File: src/rtl/efx_ed_axi_pkg.sv
`default_nettype none
// ============================================================================
// Module      : efx_ed_axi_pkg
// Description : Shared types and constants for the HyperRAM AXI address-channel
//               splitter. Holds the per-command attribute struct and the AXI
//               response and command-type encodings.
// Revision    : 1.0 - initial release
// ============================================================================
package efx_ed_axi_pkg;

  localparam logic [1:0] AXI_RESP_OKAY = 2'b00;

  // Encoding of the generator's unified-channel s_atype field
  localparam logic ATYPE_WR = 1'b1;
  localparam logic ATYPE_RD = 1'b0;

  // Outstanding counters are 4 bits, enough for a limit of 1..15
  localparam int CNT_W = 4;

  // Width-independent command attributes. The parameterised id and address
  // are held alongside this struct in the splitter.
  typedef struct packed {
    logic [7:0] len;
    logic [2:0] size;
    logic [1:0] burst;
    logic [1:0] lock;
    logic       typ;
  } cmd_attr_t;

endpackage
`default_nettype wire

File: src/rtl/efx_ed_axi_achan_split_if.sv
`default_nettype none
// ============================================================================
// Module      : efx_ed_axi_achan_split_if
// Description : Bus bundle around the address-channel splitter: the unified
//               command channel from the traffic generator, the AXI4 AW/AR
//               channels to the controller, the B channel the splitter
//               terminates, and the R handshake it only monitors.
// Modports    : slave  - the splitter itself
//               master - the surrounding environment (generator + controller)
// Revision    : 1.0 - initial release
// ============================================================================
interface efx_ed_axi_achan_split_if #(
  parameter int ADDR_W = 32,
  parameter int ID_W   = 8
) ();

  // Unified command channel
  logic [ID_W-1:0]   s_aid;
  logic [ADDR_W-1:0] s_aaddr;
  logic [7:0]        s_alen;
  logic [2:0]        s_asize;
  logic [1:0]        s_aburst;
  logic [1:0]        s_alock;
  logic              s_atype;
  logic              s_avalid;
  logic              s_aready;

  // AXI4 write address
  logic [ID_W-1:0]   m_awid;
  logic [ADDR_W-1:0] m_awaddr;
  logic [7:0]        m_awlen;
  logic [2:0]        m_awsize;
  logic [1:0]        m_awburst;
  logic [1:0]        m_awlock;
  logic              m_awvalid;
  logic              m_awready;

  // AXI4 read address
  logic [ID_W-1:0]   m_arid;
  logic [ADDR_W-1:0] m_araddr;
  logic [7:0]        m_arlen;
  logic [2:0]        m_arsize;
  logic [1:0]        m_arburst;
  logic [1:0]        m_arlock;
  logic              m_arvalid;
  logic              m_arready;

  // Write response (terminated here) and read-data monitor
  logic [ID_W-1:0]   m_bid;
  logic [1:0]        m_bresp;
  logic              m_bvalid;
  logic              m_bready;
  logic              m_rvalid;
  logic              m_rready;
  logic              m_rlast;

  modport slave (
    input  s_aid, s_aaddr, s_alen, s_asize, s_aburst, s_alock, s_atype, s_avalid,
    output s_aready,
    output m_awid, m_awaddr, m_awlen, m_awsize, m_awburst, m_awlock, m_awvalid,
    input  m_awready,
    output m_arid, m_araddr, m_arlen, m_arsize, m_arburst, m_arlock, m_arvalid,
    input  m_arready,
    input  m_bid, m_bresp, m_bvalid,
    output m_bready,
    input  m_rvalid, m_rready, m_rlast
  );

  modport master (
    output s_aid, s_aaddr, s_alen, s_asize, s_aburst, s_alock, s_atype, s_avalid,
    input  s_aready,
    input  m_awid, m_awaddr, m_awlen, m_awsize, m_awburst, m_awlock, m_awvalid,
    output m_awready,
    input  m_arid, m_araddr, m_arlen, m_arsize, m_arburst, m_arlock, m_arvalid,
    output m_arready,
    output m_bid, m_bresp, m_bvalid,
    input  m_bready,
    output m_rvalid, m_rready, m_rlast
  );

endinterface
`default_nettype wire

File: src/rtl/efx_ed_sat_cnt.sv
`default_nettype none
// ============================================================================
// Module      : efx_ed_sat_cnt
// Description : Up/down counter saturating at 0 and MAX. Simultaneous inc and
//               dec hold the count. underflow pulses (combinationally) when a
//               lone dec arrives with the count already at 0.
// Ports       : clk, rst_n (async active-low), inc, dec, count, underflow
// Revision    : 1.0 - initial release
// ============================================================================
module efx_ed_sat_cnt #(
  parameter int WIDTH = 4,
  parameter int MAX   = 15
) (
  input  logic             clk,
  input  logic             rst_n,
  input  logic             inc,
  input  logic             dec,
  output logic [WIDTH-1:0] count,
  output logic             underflow
);

  localparam logic [WIDTH-1:0] c_max = WIDTH'(MAX);

  logic [WIDTH-1:0] r_count;

  always_ff @(posedge clk or negedge rst_n) begin
    if (!rst_n) begin
      r_count <= '0;
    end else begin
      case ({inc, dec})
        2'b10:   if (r_count != c_max) r_count <= r_count + 1'b1;
        2'b01:   if (r_count != '0)    r_count <= r_count - 1'b1;
        default: r_count <= r_count;
      endcase
    end
  end

  assign count     = r_count;
  assign underflow = dec & ~inc & (r_count == '0);

endmodule
`default_nettype wire

File: src/rtl/efx_ed_axi_achan_split.sv
`default_nettype none
// ============================================================================
// Module      : efx_ed_axi_achan_split
// Description : Registers each unified-channel command in a one-entry holding
//               stage and steers it to AXI4 AW (write) or AR (read). Limits
//               outstanding writes/reads, optionally blocks reads while writes
//               are outstanding, and sinks the B channel for the generator.
// Ports       : axi_clk, rstn (async active-low)
//               bus            - command / AW / AR / B / R bundle (slave view)
//               wr_outstanding - AWs issued without a B
//               rd_outstanding - ARs issued without a final rlast
//               bresp_err      - sticky: a B with non-OKAY response was seen
//               b_underflow    - sticky: a B arrived with no write outstanding
// Revision    : 1.0 - initial release
// ============================================================================
module efx_ed_axi_achan_split
  import efx_ed_axi_pkg::*;
#(
  parameter int ADDR_W          = 32,
  parameter int ID_W            = 8,
  parameter int MAX_OUTSTANDING = 4,
  parameter int ORDER_RAW       = 1
) (
  input  logic                  axi_clk,
  input  logic                  rstn,
  efx_ed_axi_achan_split_if.slave bus,
  output logic [CNT_W-1:0]      wr_outstanding,
  output logic [CNT_W-1:0]      rd_outstanding,
  output logic                  bresp_err,
  output logic                  b_underflow
);

  localparam logic [CNT_W-1:0] c_max       = CNT_W'(MAX_OUTSTANDING);
  localparam logic             c_order_raw = (ORDER_RAW != 0);

  // Holding stage
  logic              r_full;
  logic [ID_W-1:0]   r_id;
  logic [ADDR_W-1:0] r_addr;
  cmd_attr_t         r_attr;

  // Goes high on the first clock after reset release; drives m_bready and
  // keeps s_aready low while in reset.
  logic r_active;

  logic r_bresp_err;
  logic r_b_underflow;

  logic w_aw_valid;
  logic w_ar_valid;
  logic w_aw_fire;
  logic w_ar_fire;
  logic w_issue_fire;
  logic w_s_aready;
  logic w_load;
  logic w_b_take;
  logic w_r_done;
  logic w_wr_uflow;

  // Issue decode. Counters only fall while an entry is held, so once a valid
  // is raised it cannot be withdrawn before its ready.
  assign w_aw_valid = r_full & (r_attr.typ == ATYPE_WR) & (wr_outstanding < c_max);
  assign w_ar_valid = r_full & (r_attr.typ == ATYPE_RD) & (rd_outstanding < c_max)
                    & ~(c_order_raw & (wr_outstanding != '0));

  assign w_aw_fire    = w_aw_valid & bus.m_awready;
  assign w_ar_fire    = w_ar_valid & bus.m_arready;
  assign w_issue_fire = w_aw_fire | w_ar_fire;

  // Ready depends only on registered state and downstream ready, so there is
  // no path from s_avalid to any m_* output.
  assign w_s_aready = r_active & (~r_full | w_issue_fire);
  assign w_load     = bus.s_avalid & w_s_aready;

  assign w_b_take = bus.m_bvalid & r_active;
  assign w_r_done = bus.m_rvalid & bus.m_rready & bus.m_rlast;

  always_ff @(posedge axi_clk or negedge rstn) begin
    if (!rstn) begin
      r_active <= 1'b0;
      r_full   <= 1'b0;
      r_id     <= '0;
      r_addr   <= '0;
      r_attr   <= '0;
    end else begin
      r_active <= 1'b1;
      if (w_load) begin
        r_full       <= 1'b1;
        r_id         <= bus.s_aid;
        r_addr       <= bus.s_aaddr;
        r_attr.len   <= bus.s_alen;
        r_attr.size  <= bus.s_asize;
        r_attr.burst <= bus.s_aburst;
        r_attr.lock  <= bus.s_alock;
        r_attr.typ   <= bus.s_atype;
      end else if (w_issue_fire) begin
        r_full <= 1'b0;
      end
    end
  end

  always_ff @(posedge axi_clk or negedge rstn) begin
    if (!rstn) begin
      r_bresp_err   <= 1'b0;
      r_b_underflow <= 1'b0;
    end else begin
      if (w_b_take && (bus.m_bresp != AXI_RESP_OKAY)) r_bresp_err <= 1'b1;
      if (w_wr_uflow) r_b_underflow <= 1'b1;
    end
  end

  efx_ed_sat_cnt #(.WIDTH(CNT_W), .MAX(MAX_OUTSTANDING)) u_wr_cnt (
    .clk       (axi_clk),
    .rst_n     (rstn),
    .inc       (w_aw_fire),
    .dec       (w_b_take),
    .count     (wr_outstanding),
    .underflow (w_wr_uflow)
  );

  // A stray final beat at count 0 is silently absorbed.
  efx_ed_sat_cnt #(.WIDTH(CNT_W), .MAX(MAX_OUTSTANDING)) u_rd_cnt (
    .clk       (axi_clk),
    .rst_n     (rstn),
    .inc       (w_ar_fire),
    .dec       (w_r_done),
    .count     (rd_outstanding),
    .underflow ()
  );

  assign bus.s_aready  = w_s_aready;
  assign bus.m_bready  = r_active;

  assign bus.m_awid    = r_id;
  assign bus.m_awaddr  = r_addr;
  assign bus.m_awlen   = r_attr.len;
  assign bus.m_awsize  = r_attr.size;
  assign bus.m_awburst = r_attr.burst;
  assign bus.m_awlock  = r_attr.lock;
  assign bus.m_awvalid = w_aw_valid;

  assign bus.m_arid    = r_id;
  assign bus.m_araddr  = r_addr;
  assign bus.m_arlen   = r_attr.len;
  assign bus.m_arsize  = r_attr.size;
  assign bus.m_arburst = r_attr.burst;
  assign bus.m_arlock  = r_attr.lock;
  assign bus.m_arvalid = w_ar_valid;

  assign bresp_err   = r_bresp_err;
  assign b_underflow = r_b_underflow;

endmodule
`default_nettype wire

File: src/flat_wrapper.sv
// flat-port wrapper written by rule: the top's interface ports become plain ports
module efx_ed_axi_achan_split_flat import efx_ed_axi_pkg::*;
#(
  parameter int ADDR_W          = 32,
  parameter int ID_W            = 8,
  parameter int MAX_OUTSTANDING = 4,
  parameter int ORDER_RAW       = 1
)
  (axi_clk, rstn, wr_outstanding, rd_outstanding, bresp_err, b_underflow, bus_s_aid, bus_s_aaddr, bus_s_alen, bus_s_asize, bus_s_aburst, bus_s_alock, bus_s_atype, bus_s_avalid, bus_s_aready, bus_m_awid, bus_m_awaddr, bus_m_awlen, bus_m_awsize, bus_m_awburst, bus_m_awlock, bus_m_awvalid, bus_m_awready, bus_m_arid, bus_m_araddr, bus_m_arlen, bus_m_arsize, bus_m_arburst, bus_m_arlock, bus_m_arvalid, bus_m_arready, bus_m_bid, bus_m_bresp, bus_m_bvalid, bus_m_bready, bus_m_rvalid, bus_m_rready, bus_m_rlast);
  efx_ed_axi_achan_split_if #(.ADDR_W(ADDR_W), .ID_W(ID_W)) bus_i ();
  input  logic axi_clk;
  input  logic rstn;
  output logic [CNT_W-1:0] wr_outstanding;
  output logic [CNT_W-1:0] rd_outstanding;
  output logic bresp_err;
  output logic b_underflow;
  input wire logic [$bits(bus_i.s_aid)-1:0] bus_s_aid;
  input wire logic [$bits(bus_i.s_aaddr)-1:0] bus_s_aaddr;
  input wire logic [$bits(bus_i.s_alen)-1:0] bus_s_alen;
  input wire logic [$bits(bus_i.s_asize)-1:0] bus_s_asize;
  input wire logic [$bits(bus_i.s_aburst)-1:0] bus_s_aburst;
  input wire logic [$bits(bus_i.s_alock)-1:0] bus_s_alock;
  input wire logic [$bits(bus_i.s_atype)-1:0] bus_s_atype;
  input wire logic [$bits(bus_i.s_avalid)-1:0] bus_s_avalid;
  output wire logic [$bits(bus_i.s_aready)-1:0] bus_s_aready;
  output wire logic [$bits(bus_i.m_awid)-1:0] bus_m_awid;
  output wire logic [$bits(bus_i.m_awaddr)-1:0] bus_m_awaddr;
  output wire logic [$bits(bus_i.m_awlen)-1:0] bus_m_awlen;
  output wire logic [$bits(bus_i.m_awsize)-1:0] bus_m_awsize;
  output wire logic [$bits(bus_i.m_awburst)-1:0] bus_m_awburst;
  output wire logic [$bits(bus_i.m_awlock)-1:0] bus_m_awlock;
  output wire logic [$bits(bus_i.m_awvalid)-1:0] bus_m_awvalid;
  input wire logic [$bits(bus_i.m_awready)-1:0] bus_m_awready;
  output wire logic [$bits(bus_i.m_arid)-1:0] bus_m_arid;
  output wire logic [$bits(bus_i.m_araddr)-1:0] bus_m_araddr;
  output wire logic [$bits(bus_i.m_arlen)-1:0] bus_m_arlen;
  output wire logic [$bits(bus_i.m_arsize)-1:0] bus_m_arsize;
  output wire logic [$bits(bus_i.m_arburst)-1:0] bus_m_arburst;
  output wire logic [$bits(bus_i.m_arlock)-1:0] bus_m_arlock;
  output wire logic [$bits(bus_i.m_arvalid)-1:0] bus_m_arvalid;
  input wire logic [$bits(bus_i.m_arready)-1:0] bus_m_arready;
  input wire logic [$bits(bus_i.m_bid)-1:0] bus_m_bid;
  input wire logic [$bits(bus_i.m_bresp)-1:0] bus_m_bresp;
  input wire logic [$bits(bus_i.m_bvalid)-1:0] bus_m_bvalid;
  output wire logic [$bits(bus_i.m_bready)-1:0] bus_m_bready;
  input wire logic [$bits(bus_i.m_rvalid)-1:0] bus_m_rvalid;
  input wire logic [$bits(bus_i.m_rready)-1:0] bus_m_rready;
  input wire logic [$bits(bus_i.m_rlast)-1:0] bus_m_rlast;
  assign bus_i.s_aid = bus_s_aid;
  assign bus_i.s_aaddr = bus_s_aaddr;
  assign bus_i.s_alen = bus_s_alen;
  assign bus_i.s_asize = bus_s_asize;
  assign bus_i.s_aburst = bus_s_aburst;
  assign bus_i.s_alock = bus_s_alock;
  assign bus_i.s_atype = bus_s_atype;
  assign bus_i.s_avalid = bus_s_avalid;
  assign bus_s_aready = bus_i.s_aready;
  assign bus_m_awid = bus_i.m_awid;
  assign bus_m_awaddr = bus_i.m_awaddr;
  assign bus_m_awlen = bus_i.m_awlen;
  assign bus_m_awsize = bus_i.m_awsize;
  assign bus_m_awburst = bus_i.m_awburst;
  assign bus_m_awlock = bus_i.m_awlock;
  assign bus_m_awvalid = bus_i.m_awvalid;
  assign bus_i.m_awready = bus_m_awready;
  assign bus_m_arid = bus_i.m_arid;
  assign bus_m_araddr = bus_i.m_araddr;
  assign bus_m_arlen = bus_i.m_arlen;
  assign bus_m_arsize = bus_i.m_arsize;
  assign bus_m_arburst = bus_i.m_arburst;
  assign bus_m_arlock = bus_i.m_arlock;
  assign bus_m_arvalid = bus_i.m_arvalid;
  assign bus_i.m_arready = bus_m_arready;
  assign bus_i.m_bid = bus_m_bid;
  assign bus_i.m_bresp = bus_m_bresp;
  assign bus_i.m_bvalid = bus_m_bvalid;
  assign bus_m_bready = bus_i.m_bready;
  assign bus_i.m_rvalid = bus_m_rvalid;
  assign bus_i.m_rready = bus_m_rready;
  assign bus_i.m_rlast = bus_m_rlast;
  efx_ed_axi_achan_split #(.ADDR_W(ADDR_W), .ID_W(ID_W), .MAX_OUTSTANDING(MAX_OUTSTANDING), .ORDER_RAW(ORDER_RAW)) u_core (.axi_clk(axi_clk), .rstn(rstn), .bus(bus_i), .wr_outstanding(wr_outstanding), .rd_outstanding(rd_outstanding), .bresp_err(bresp_err), .b_underflow(b_underflow));
endmodule
File: config.mk
export PLATFORM = sky130hd
export DESIGN_NAME = efx_ed_axi_achan_split_flat
export DESIGN_NICKNAME = d
export VERILOG_FILES = /design/src/rtl/efx_ed_axi_pkg.sv /design/src/rtl/efx_ed_axi_achan_split_if.sv /design/src/rtl/efx_ed_sat_cnt.sv /design/src/rtl/efx_ed_axi_achan_split.sv /design/src/flat_wrapper.sv
export SDC_FILE = /design/constraint.sdc
export NUM_CORES = 1
export LEC_CHECK = 0
export BUFFER_PORTS_ARGS = -buffer_cell sky130_fd_sc_hd__buf_2
export CELL_PAD_IN_SITES_DETAIL_PLACEMENT = 1
export CELL_PAD_IN_SITES_GLOBAL_PLACEMENT = 1
export CORE_UTILIZATION = 30
export CTS_CLUSTER_DIAMETER = 40
export DETAILED_ROUTE_END_ITERATION = 8
export PLACE_DENSITY = 0.79
export SYNTH_ARGS = -nofsm -noshare
export SYNTH_HDL_FRONTEND = slang
export SYNTH_SLANG_ARGS = --single-unit
File: constraint.sdc
create_clock -name axi_clk -period 4.5 [get_ports axi_clk]
set_clock_uncertainty 0.15 [all_clocks]
set_input_delay 0.9 -clock axi_clk [delete_from_list [all_inputs] [get_ports axi_clk]]
set_output_delay 0.9 -clock axi_clk [all_outputs]
set_load 0.1 [all_outputs]
* Yosys cells after proc, flatten, opt, wreduce, memory -nomap -nowiden
Cells that the tools add are included.
** Word-level totals
- Flip-flop bits (word level) :: 68
- Latch bits :: 0
- RAM bits :: 0
- Bits in read-only memories :: 0
- Input port bits :: 75
- Memories :: 0
** Cells by class
- $add $sub $neg :: 4
- $mul :: 0
- Divide/modulo/power cells :: 0
- Magnitude comparators :: 2
- Equal/unequal tests :: 10
- Shifts and indexed selects :: 0
- Mux-type cells :: 8
- Bitwise operators :: 20
- Reduce and logical (&&, ||, !) cells :: 10
** Operator list (count)
- $mux W4 :: 4
- $pmux W4 S2 :: 2
- $and A1 B1 Y1 :: 14
- $add A4 B1 Y4 const B :: 2
- $lt A4 B3 Y1 const B :: 2
- $ne A4 B3 Y1 const B :: 2
- $reduce_bool A2 Y1 :: 4
- $reduce_bool A4 Y1 :: 2
- $sub A4 B1 Y4 const B :: 2
- $ne A2 B2 Y1 const B :: 3
- $reduce_and A3 Y1 :: 2
- $eq A2 B1 Y1 const B :: 2
- $eq A2 B2 Y1 const B :: 2
- $logic_not A4 Y1 :: 1
- $not A1 Y1 :: 4
- $mux W1 :: 2
- $ne A2 B1 Y1 const B :: 1
- $or A1 B1 Y1 :: 2
- $logic_and A1 B1 Y1 :: 1

* Logic depth before layout (Yosys ltp)
Gate-level depths: netlist (run 1).
- Depth after elaboration :: 10
- Gate-level depth with buffers :: 10
- Mapped depth without buffers :: 10

* Cells and area by module
From an unflattened synthesis (run 1), not the netlist that was laid out.
** Unflattened totals
- Cells, all modules :: 293
- Area, all modules :: 3738.6 um2
** Modules (own cells, without submodules)
- efx_ed_axi_achan_split :: instances 1, cells each 213, area an instance 3027.9 um2, sequential area each 1501.4 um2
- efx_ed_sat_cnt :: instances 2, cells each 40, area an instance 355.3 um2, sequential area each 100.1 um2

* Worst setup path after synthesis (run 1)
OpenSTA, ideal clock, no wires.
- Path kind :: register -> output
- From :: reg u_core.u_wr_cnt.r_count[1], in the netlist u_core.u_wr_cnt.count[1]
- To :: out bus_s_aready
- Data arrival time :: 2.392 ns
- Data required time :: 3.450 ns
- Setup slack :: 1.058 ns
- Stages on the path, launching flop included :: 5
- Cell sequence :: dfrtp_1 > nor4_4 > nand4_4 > nand3_1 > and2_1
** On the way
- Cells in the longest elaborated chain, start to end :: 7
- Elaborated cells on any way between the ends :: 10
** RTL lines
- start: declaration :: RTL line efx_ed_sat_cnt.sv:24 : logic [WIDTH-1:0] r_count;
- start signal: assignment :: RTL line efx_ed_sat_cnt.sv:31 : 2'b10: if (r_count != c_max) r_count <= r_count + 1'b1;
- start signal: assignment :: RTL line efx_ed_sat_cnt.sv:32 : 2'b01: if (r_count != '0) r_count <= r_count - 1'b1;
- start signal: assignment :: RTL line efx_ed_sat_cnt.sv:33 : default: r_count <= r_count;
- parallel branches: the longest is 4 deep, another holds $lt A4 B3 Y1
- $or A1 B1 Y1 * :: RTL line efx_ed_axi_achan_split.sv:68 : assign w_issue_fire = w_aw_fire | w_ar_fire;
- $or A1 B1 Y1 * :: RTL line efx_ed_axi_achan_split.sv:72 : assign w_s_aready = r_active & (~r_full | w_issue_fire);
- $and A1 B1 Y1 * :: RTL line efx_ed_axi_achan_split.sv:72
- end: declaration :: RTL line flat_wrapper.sv:25 : output wire logic [$bits(bus_i.s_aready)-1:0] bus_s_aready;
Mark *: on every way between the ends.

* Worst setup path in the final report (run 1)
Ends and elaborated chain as after synthesis.

==> results of run 1 <==
## metal layers
| metal | vias to the layer above | track usage [%] |
|---|---|---|
| li1 | 1046 | - |
| met1 | 1159 | 15.3 |
| met2 | 90 | 23.8 |
| met3 | 11 | 2.91 |
| met4 | 0 | 5.78 |
| met5 | - | 0 |
## critical path, cell delays in order (launching register included)
cell and delay, ns:
dfrtp_1 0.46, nor4_4 0.45, nand4_4 0.21, nand3_1 0.15, and2_1 0.13, buf_2 0.42
## area by class of cell
cell class	instances	share of cell area [%]
Clock buffer	12	5.67
Clock inverter	4	1.12
Sequential cell	68	39.2
Tap cell	143	4.12
Multi-Input combinational cell	105	27.1
Inverter	5	0.432
Timing Repair Buffer	193	22.4
## cell families after synthesis
logic type / Yosys count
AOI/OAI and AO/OA: 13
xor gates and xnor gates: 6
adders and majority gates: 4
buffers and inverters: 82
DFF: 68
muxes: 59
other: 1
and+or+nand+nor: 22
## cell usage after synthesis
library cell and count:
and2_1 1, clkbuf_1 1, mux2_4 40, nand3_1 3
nor3_1 2, nand2_1 3, nor2_1 3, nor4_4 1
inv_1 5, a22oi_1 1, xnor2_1 5, buf_8 1
nand4_1 1, dfrtp_1 68, o21a_1 1, xor2_1 1
buf_12 4, a21boi_0 1, a31o_2 1, buf_4 71
or3_1 1, o41ai_1 1, ha_1 3, nor2b_1 1
mux2_2 18, conb_1 1, a31oi_4 1, nand2b_1 2
o211ai_1 1, mux2i_1 1, nand4_4 1, a21oi_1 4
fa_1 1, and3_1 3, a21o_1 2
## placed cells by master, fill, tap and decap left out, drive strengths merged, types with 2 or more instances in the layout
master and instances:
buf 193, dfrtp 68, mux2 58, clkbuf 12, inv 5, xnor2 5
a21oi 4, nand3 3, nor2 3, and3 3, nand2 3, ha 3
clkinv 3, nand2b 2, a21o 2, nor3 2, nand4 2
## through the flow
| step | area, um2 | util, % | setup slack [ns] | hold slack, ns |
|---|---|---|---|---|
| CTS | 4350 | 38.1 | 1.27 | 0.307 |
| finish | 4350 | 38.1 | 1.30 | 0.302 |
| detailed placement | 4050 | 35.5 | 1.63 | 0.293 |
| floorplan | 3530 | - | 1.06 | 0.356 |
| global route | 4350 | 38.1 | 1.17 | 0.329 |
| global placement | 4050 | 35.5 | 1.63 | 0.292 |
## registers in the layout, indices dropped and copies added, names as in the netlist
register,count
u_core.bus.m_araddr,32
u_core.bus.m_arid,8
u_core.bus.m_arlen,8
u_core.u_rd_cnt.count,4
u_core.u_wr_cnt.count,4
u_core.bus.m_arsize,3
u_core.bus.m_arburst,2
u_core.bus.m_arlock,2
u_core.b_underflow,1
u_core.bresp_err,1
u_core.bus.m_bready,1
u_core.r_attr,1
u_core.r_full,1
## worst max-delay path by stage
stage                                                     from      endpoint  cells after the start  slack (ns)
after detailed placement                         bus_m_arready  bus_s_aready                      5        1.63
after global placement                           bus_m_arready  bus_s_aready                      5        1.63
after floorplan           u_core.u_wr_cnt.count[1]$_DFFE_PN0P_  bus_s_aready                      4        1.06
final                     u_core.u_wr_cnt.count[1]$_DFFE_PN0P_  bus_s_aready                      5        1.30
after CTS                 u_core.u_wr_cnt.count[1]$_DFFE_PN0P_  bus_s_aready                      5        1.27
after global routing      u_core.u_wr_cnt.count[1]$_DFFE_PN0P_  bus_s_aready                      5        1.17
==> run summary, run 1 <==
Placed Cells incl. Taps: 514
Largest family of logic cells by synthesized area: multiplexers
Total GRT Usage: 13.3%
Multiplexer share of the synthesized area: 23.0%
Clock-pin slew on the worst setup and hold paths: 0.06 ns
# fillers: 1279
Worst Hold Depth: 1
CP max FO: 6
Largest net degree at the start of global routing: 39
Synth Area per Inst: 13.8 um2
Final Hold Violating Endpoints: 0
Post-CTS sizing: 0
Dominant cells by area after synthesis: dfrtp_1 48%, mux2_4 17%, buf_4 15%, mux2_2 5.7%, buf_12 2.3%
Outcome: finished clean
Synth top area share: 48.2%
WL met1: 3070 um
Slew HR: 44.5%
TritonCTS clock tree: yes
Post-synthesis sequential area ratio: 48.2%
Reg2reg start: u_core.u_wr_cnt.count[1]$_DFFE_PN0P_
Synth Area in Compound Gates: 2.94%
Setup_tns: 0 ns
Nets@finish: 461
Length of routed met3 wiring: 398 um
Area of the die: 0.0122 mm2
Synth cell types: 35
DR top layer: met4
Crit. End Element: output pin
# IOs: 199
Max Cap Viol: 0
Setup Buffers After CTS: 0
CP Data Required Time: 3.45 ns
Simple-Gate Fraction of Synth Area: 4.15%
Routability cong.: 0.753
Layout Cells excl Fill: 530
Post-route minimum period: 3.20 ns
WS Path Type: reg2out
Clk Latency, worst-skew pair: 0.32 ns
Wire per inst: 14.9 um
Hold path startpoint: u_core.b_underflow$_DFFE_PN0P_
Number of port buffers: 190
Antenna Cells: 0
Die Width: 110 um
Antenna violations before repair: 0
R2r setup slk: 1.79 ns
Die height: 110 um
Drc violations: 0
Site row count: 39
Cells after Synth: 255
Adder-Cell Fraction of Synth Area: 1.63%
Unrepaired setup endpoints after global routing: no
Final global-route overflow total: 0
Detailed Route Iter0 Violations: 76
Share of cells above drive strength 1: 69.5%
Via/cell ratio: 4.35
CTS Buf Count: 9
First-pass GRT wire length: 13100 um
Pins Over Slew Limit: 0
Met2 wire len: 4310 um
Number of synthesis warnings: 0
Max Clock Freq: 0.312 GHz
Worst reg-to-reg path cell count: 10
H-tree Lvls: 3
Hold Crit Class: reg2reg
Setup violation total in the final timing report: 0
Yosys reg bits: 68
Reg area: 0.00170 mm2
Worst Hold Path EP: u_core.b_underflow$_DFFE_PN0P_
CTS max path bufs: 2
First-pass DRT Iterations: 4
Worst slew pin tran: 0.833 ns
Critical path launch point type: register
Dominant cell type by area after synthesis: dfrtp_1
DPL Wire Length: 6070 um
Arr. time, crit path: 2.15 ns
Multi-input logic area: 0.00118 mm2
Initial Util: 30.9%
Vias in the first global route: 2511
Final Cycle Share: 71.1%
Post-route ant nets: 0
Synth Area in XOR/XNOR: 1.49%
Net Count, Synth: 334
Final WL: 7890 um
R2r endpoint: u_core.u_rd_cnt.count[3]$_DFFE_PN0P_
Synthesis-to-finish area growth: 23.1%
Post-Syn Area: 0.00353 mm2
Core Area: 0.0114 mm2
Cts hold-fix bufs: 0
CTS root buf: clkbuf_16
Routed vias: 2306
Sink Count: 68
Power of run 1 is left out: the tool's default activity adds up to more than one toggle a clock period on the data nets, which glitch-free logic cannot reach.
==> inputs of run 2 (changes only) <==
- clock period: 4.5 -> 3.1 ns (I/O delays scaled with it)
==> run 2 against run 1 <==
- worst hold slack worse by 0.085 ns
- sequential share of layout area about the same
- flip-flop and latch count unchanged
- clock-buffer cell count up 1
- die area unchanged
- critical endpoint unchanged
- highest routed layer unchanged
==> run summary, run 2 (synthesized netlist as in run 1, its figures left out) <==
Largest net degree at the start of global routing: 36
Worst reg-to-reg path cell count: 10
TritonCTS clock tree: yes
H-tree Lvls: 3
Core Area: 0.0114 mm2
Hold Crit Class: in2async
Die height: 110 um
Site row count: 39
Number of port buffers: 190
Vias in the first global route: 2385
Slew HR: 47.8%
Antenna Cells: 0
Post-route minimum period: 2.86 ns
R2r endpoint: u_core.u_rd_cnt.count[3]$_DFFE_PN0P_
Post-CTS sizing: 0
Arr. time, crit path: 2.09 ns
Unrepaired setup endpoints after global routing: no
Setup_tns: 0 ns
Clk Latency, worst-skew pair: 0.33 ns
Routed vias: 2295
Max reg flops: 32
R2r setup slk: 0.42 ns
Pins Over Slew Limit: 0
Commonest non-fill, non-tap cell in the layout: buf_2
Reg2reg start: u_core.u_wr_cnt.count[1]$_DFFE_PN0P_
CTS max path bufs: 2
Synthesis-to-finish area growth: 23.0%
Share of cells above drive strength 1: 69.8%
Sink Count: 68
Via/cell ratio: 4.33
Max Clock Freq: 0.350 GHz
First-pass DRT Iterations: 4
DPL Wire Length: 6090 um
Routability cong.: 0.721
Area of the die: 0.0122 mm2
Max Cap Viol: 0
Total GRT Usage: 13.6%
Setup violation total in the final timing report: 0
Most frequent cells in the layout: 190 x buf_2, 68 x dfrtp_1, 40 x mux2_4
Critical path launch point type: register
Final global-route overflow total: 0
Nets@finish: 462
CP Data Required Time: 2.33 ns
Drc violations: 0
WS Path Type: reg2out
Cts hold-fix bufs: 0
Die Width: 110 um
Worst slew pin tran: 0.783 ns
Antenna violations before repair: 0
Setup Buffers After CTS: 0
Initial Util: 30.9%
CTS root buf: clkbuf_16
Outcome: finished clean
Wire per inst: 14.9 um
Final Hold Violating Endpoints: 0
CP max FO: 6
CTS Buf Count: 9
Post-route ant nets: 0
Clock-pin slew on the worst setup and hold paths: 0.05 ns
Crit. End Element: output pin
Final WL: 7900 um
Detailed Route Iter0 Violations: 77
First-pass GRT wire length: 13000 um
Final Cycle Share: 92.1%
# IOs: 199
run 2: changes by cell type in the layout (fill, tap and decap cells not counted):
cell       delta
and2_1        -1
and2_2        +1
bufinv_16     -1
clkinv_4      -1
buf_12        +1
clkbuf_8      +1
run 2: layout make-up:
cell class	instances	area, um2
clock buffers	13	260
clock inverters	2	10.0
fillers	1306	7080
inverters	5	18.8
multi-input cells	105	1180
flip-flops and latches	68	1700
well taps	143	179
repair buffers	194	993
run 2: metrics by stage:
stage / instances / util [%] / instance area (um2) / setup WS [ns] / hold slack, ns
detailed placement: 515 / 35.7 / 4070 / 0.429 / 0.303
CTS: 530 / 38.0 / 4340 / 0.205 / 0.241
global placement: 515 / 35.7 / 4070 / 0.566 / 0.291
finish: 530 / 38.0 / 4340 / 0.244 / 0.216
floorplan: 255 / - / 3530 / 0.103 / 0.174
global route: 530 / 38.0 / 4340 / 0.101 / 0.277
run 2: how the worst max path moves through the flow:
stage / slack, ns / end / depth (start not counted) / startpoint
CTS: 0.20 / bus_s_aready / 5 / u_core.u_wr_cnt.count[1]$_DFFE_PN0P_
global route: 0.10 / bus_s_aready / 5 / u_core.u_wr_cnt.count[1]$_DFFE_PN0P_
finish: 0.24 / bus_s_aready / 5 / u_core.u_wr_cnt.count[1]$_DFFE_PN0P_
detailed placement: 0.43 / u_core.u_rd_cnt.count[3]$_DFFE_PN0P_ / 10 / u_core.u_wr_cnt.count[1]$_DFFE_PN0P_
global placement: 0.57 / u_core.u_rd_cnt.count[3]$_DFFE_PN0P_ / 10 / u_core.u_wr_cnt.count[1]$_DFFE_PN0P_
floorplan: 0.10 / u_core.u_rd_cnt.count[3]$_DFFE_PN0P_ / 10 / u_core.u_wr_cnt.count[1]$_DFFE_PN0P_
run 2: critical path: stages (launching register included):
cell     delay (ns)
dfrtp_1        0.46
nor4_4         0.39
nand4_4        0.20
nand3_1        0.15
and2_2         0.14
buf_2          0.41
run 2: routing by layer:
metal	up-vias	GRT usage [%]	routed length [um]
met5	-	0	0
met2	93	24.0	4230
li1	1044	-	-
met1	1143	15.0	3020
met3	15	3.68	446
met4	0	7.11	203
Power of run 2 is left out for the same reason.
==> inputs of run 3 (changes only) <==
- CORE_ASPECT_RATIO: unset -> 0.75
==> run 3 against run 2 <==
- sequential share of layout area fell by 0.83 points
- global-route usage down 0.37 points
- die area is essentially flat
- via count fell by 0.61%
- register-to-register slack got worse by 0.05 ns
==> run summary, run 3 (synthesized netlist as in run 1, its figures left out) <==
DR top layer: met4
Worst slew pin tran: 0.778 ns
Met2 wire len: 3900 um
First-pass GRT wire length: 12200 um
R2r setup slk: 0.37 ns
Final Hold Violating Endpoints: 0
Drc violations: 0
Length of routed met3 wiring: 672 um
Antenna violations before repair: 0
Reg2reg start: u_core.u_wr_cnt.count[1]$_DFFE_PN0P_
Routed vias: 2281
Outcome: finished clean
Commonest non-fill, non-tap cell in the layout: buf_2
Via/cell ratio: 4.19
Total GRT Usage: 13.3%
Beginning of the critical path: u_core.u_wr_cnt.count[1]$_DFFE_PN0P_
Fin Hold WS: 0.225 ns
R2r endpoint: u_core.u_rd_cnt.count[3]$_DFFE_PN0P_
Synthesis-to-finish area growth: 25.7%
Worst reg-to-reg path cell count: 10
Number of port buffers: 190
Site row count: 33
Max Cap Viol: 0
Final global-route overflow total: 0
Vias in the first global route: 2326
Sink Count: 68
Cells along the critical path: nor4_4, nand4_4, nand3_1, and2_2, clkbuf_4
Crit. End Element: output pin
DPL Wire Length: 6010 um
Max Clock Freq: 0.345 GHz
Unrepaired setup endpoints after global routing: no
Setup_tns: 0 ns
WS Path Type: reg2out
Area of the die: 0.0122 mm2
Hold Crit Class: in2async
Setup violation total in the final timing report: 0
Critical path launch point type: register
Detailed Route Iter0 Violations: 39
CP max FO: 6
TritonCTS clock tree: yes
Max reg flops: 32
Final WL: 7930 um
Antenna Cells: 0
WL met1: 3270 um
Final Cycle Share: 93.4%
# fillers: 1235
Die Width: 127 um
CTS max path bufs: 2
Clk Latency, worst-skew pair: 0.33 ns
Critical path's slowest cell: nor4_4
# IOs: 199
Initial Util: 31.5%
Clock-pin slew on the worst setup and hold paths: 0.05 ns
Core Area: 0.0112 mm2
Largest net degree at the start of global routing: 37
Wire per inst: 14.6 um
Most frequent cells in the layout: 189 x buf_2, 68 x dfrtp_1, 40 x mux2_4
First-pass DRT Iterations: 4
Arr. time, crit path: 2.13 ns
Post-route ant nets: 0
Slowest stage delay, CP: 0.48 ns
Share of cells above drive strength 1: 70.0%
Die height: 95.9 um
CTS Buf Count: 9
Nets@finish: 461
CTS root buf: clkbuf_16
Routability cong.: 0.772
Post-route minimum period: 2.90 ns
Pins Over Slew Limit: 0
CP Data Required Time: 2.33 ns
H-tree Lvls: 3
Post-layout util: 39.6%
Slew HR: 48.1%
-- run 3: through the flow --
step	worst slack, ns	std cells	cell area, um2
4_1_cts	0.0651	544	4430
5_1_grt	0.0659	544	4440
2_1_floorplan	0.103	255	3530
3_5_place_dp	0.362	528	4080
3_3_place_gp	0.500	528	4080
6_report	0.204	544	4440
-- run 3: how the worst max path moves through the flow --
| stage | endpoint | slack, ns | cells after the start |
|---|---|---|---|
| finish | bus_s_aready | 0.20 | 5 |
| global route | bus_s_aready | 0.07 | 5 |
| CTS | bus_s_aready | 0.07 | 5 |
| detailed placement | u_core.u_rd_cnt.count[3]$_DFFE_PN0P_ | 0.36 | 10 |
| global placement | u_core.u_rd_cnt.count[3]$_DFFE_PN0P_ | 0.50 | 10 |
| floorplan | u_core.u_rd_cnt.count[3]$_DFFE_PN0P_ | 0.10 | 10 |
-- run 3: routing by layer --
layer / GRT usage (%) / up-vias
met5: 0 / -
met4: 4.46 / 0
met3: 5.28 / 9
met2: 22.5 / 115
met1: 15.5 / 1112
li1: - / 1045
-- run 3: worst max-delay path, delay by kind of cell (launching register included) --
family,cells,cell delay (ns)
and+or+nand+nor,4,1.01
buffers and inverters,1,0.32
DFF,1,0.46
-- run 3: cell type report --
| class | instances | area, um2 | share of cell area (%) |
|---|---|---|---|
| Sequential cell | 68 | 1700 | 38.4 |
| Multi-Input combinational cell | 105 | 1180 | 26.6 |
| Timing Repair Buffer | 193 | 988 | 22.3 |
| Clock buffer | 12 | 256 | 5.78 |
| Tap cell | 157 | 196 | 4.43 |
| Clock inverter | 4 | 95.1 | 2.14 |
| Inverter | 5 | 18.8 | 0.423 |
-- run 3: what timing repair did --
item / CTS / global route
endpoints found under the setup margin: 0 / 1
hold buffers: 0 / 0
gates resized for setup: 0 / 1
setup buffers: 0 / 0
Power of run 3 is left out for the same reason.
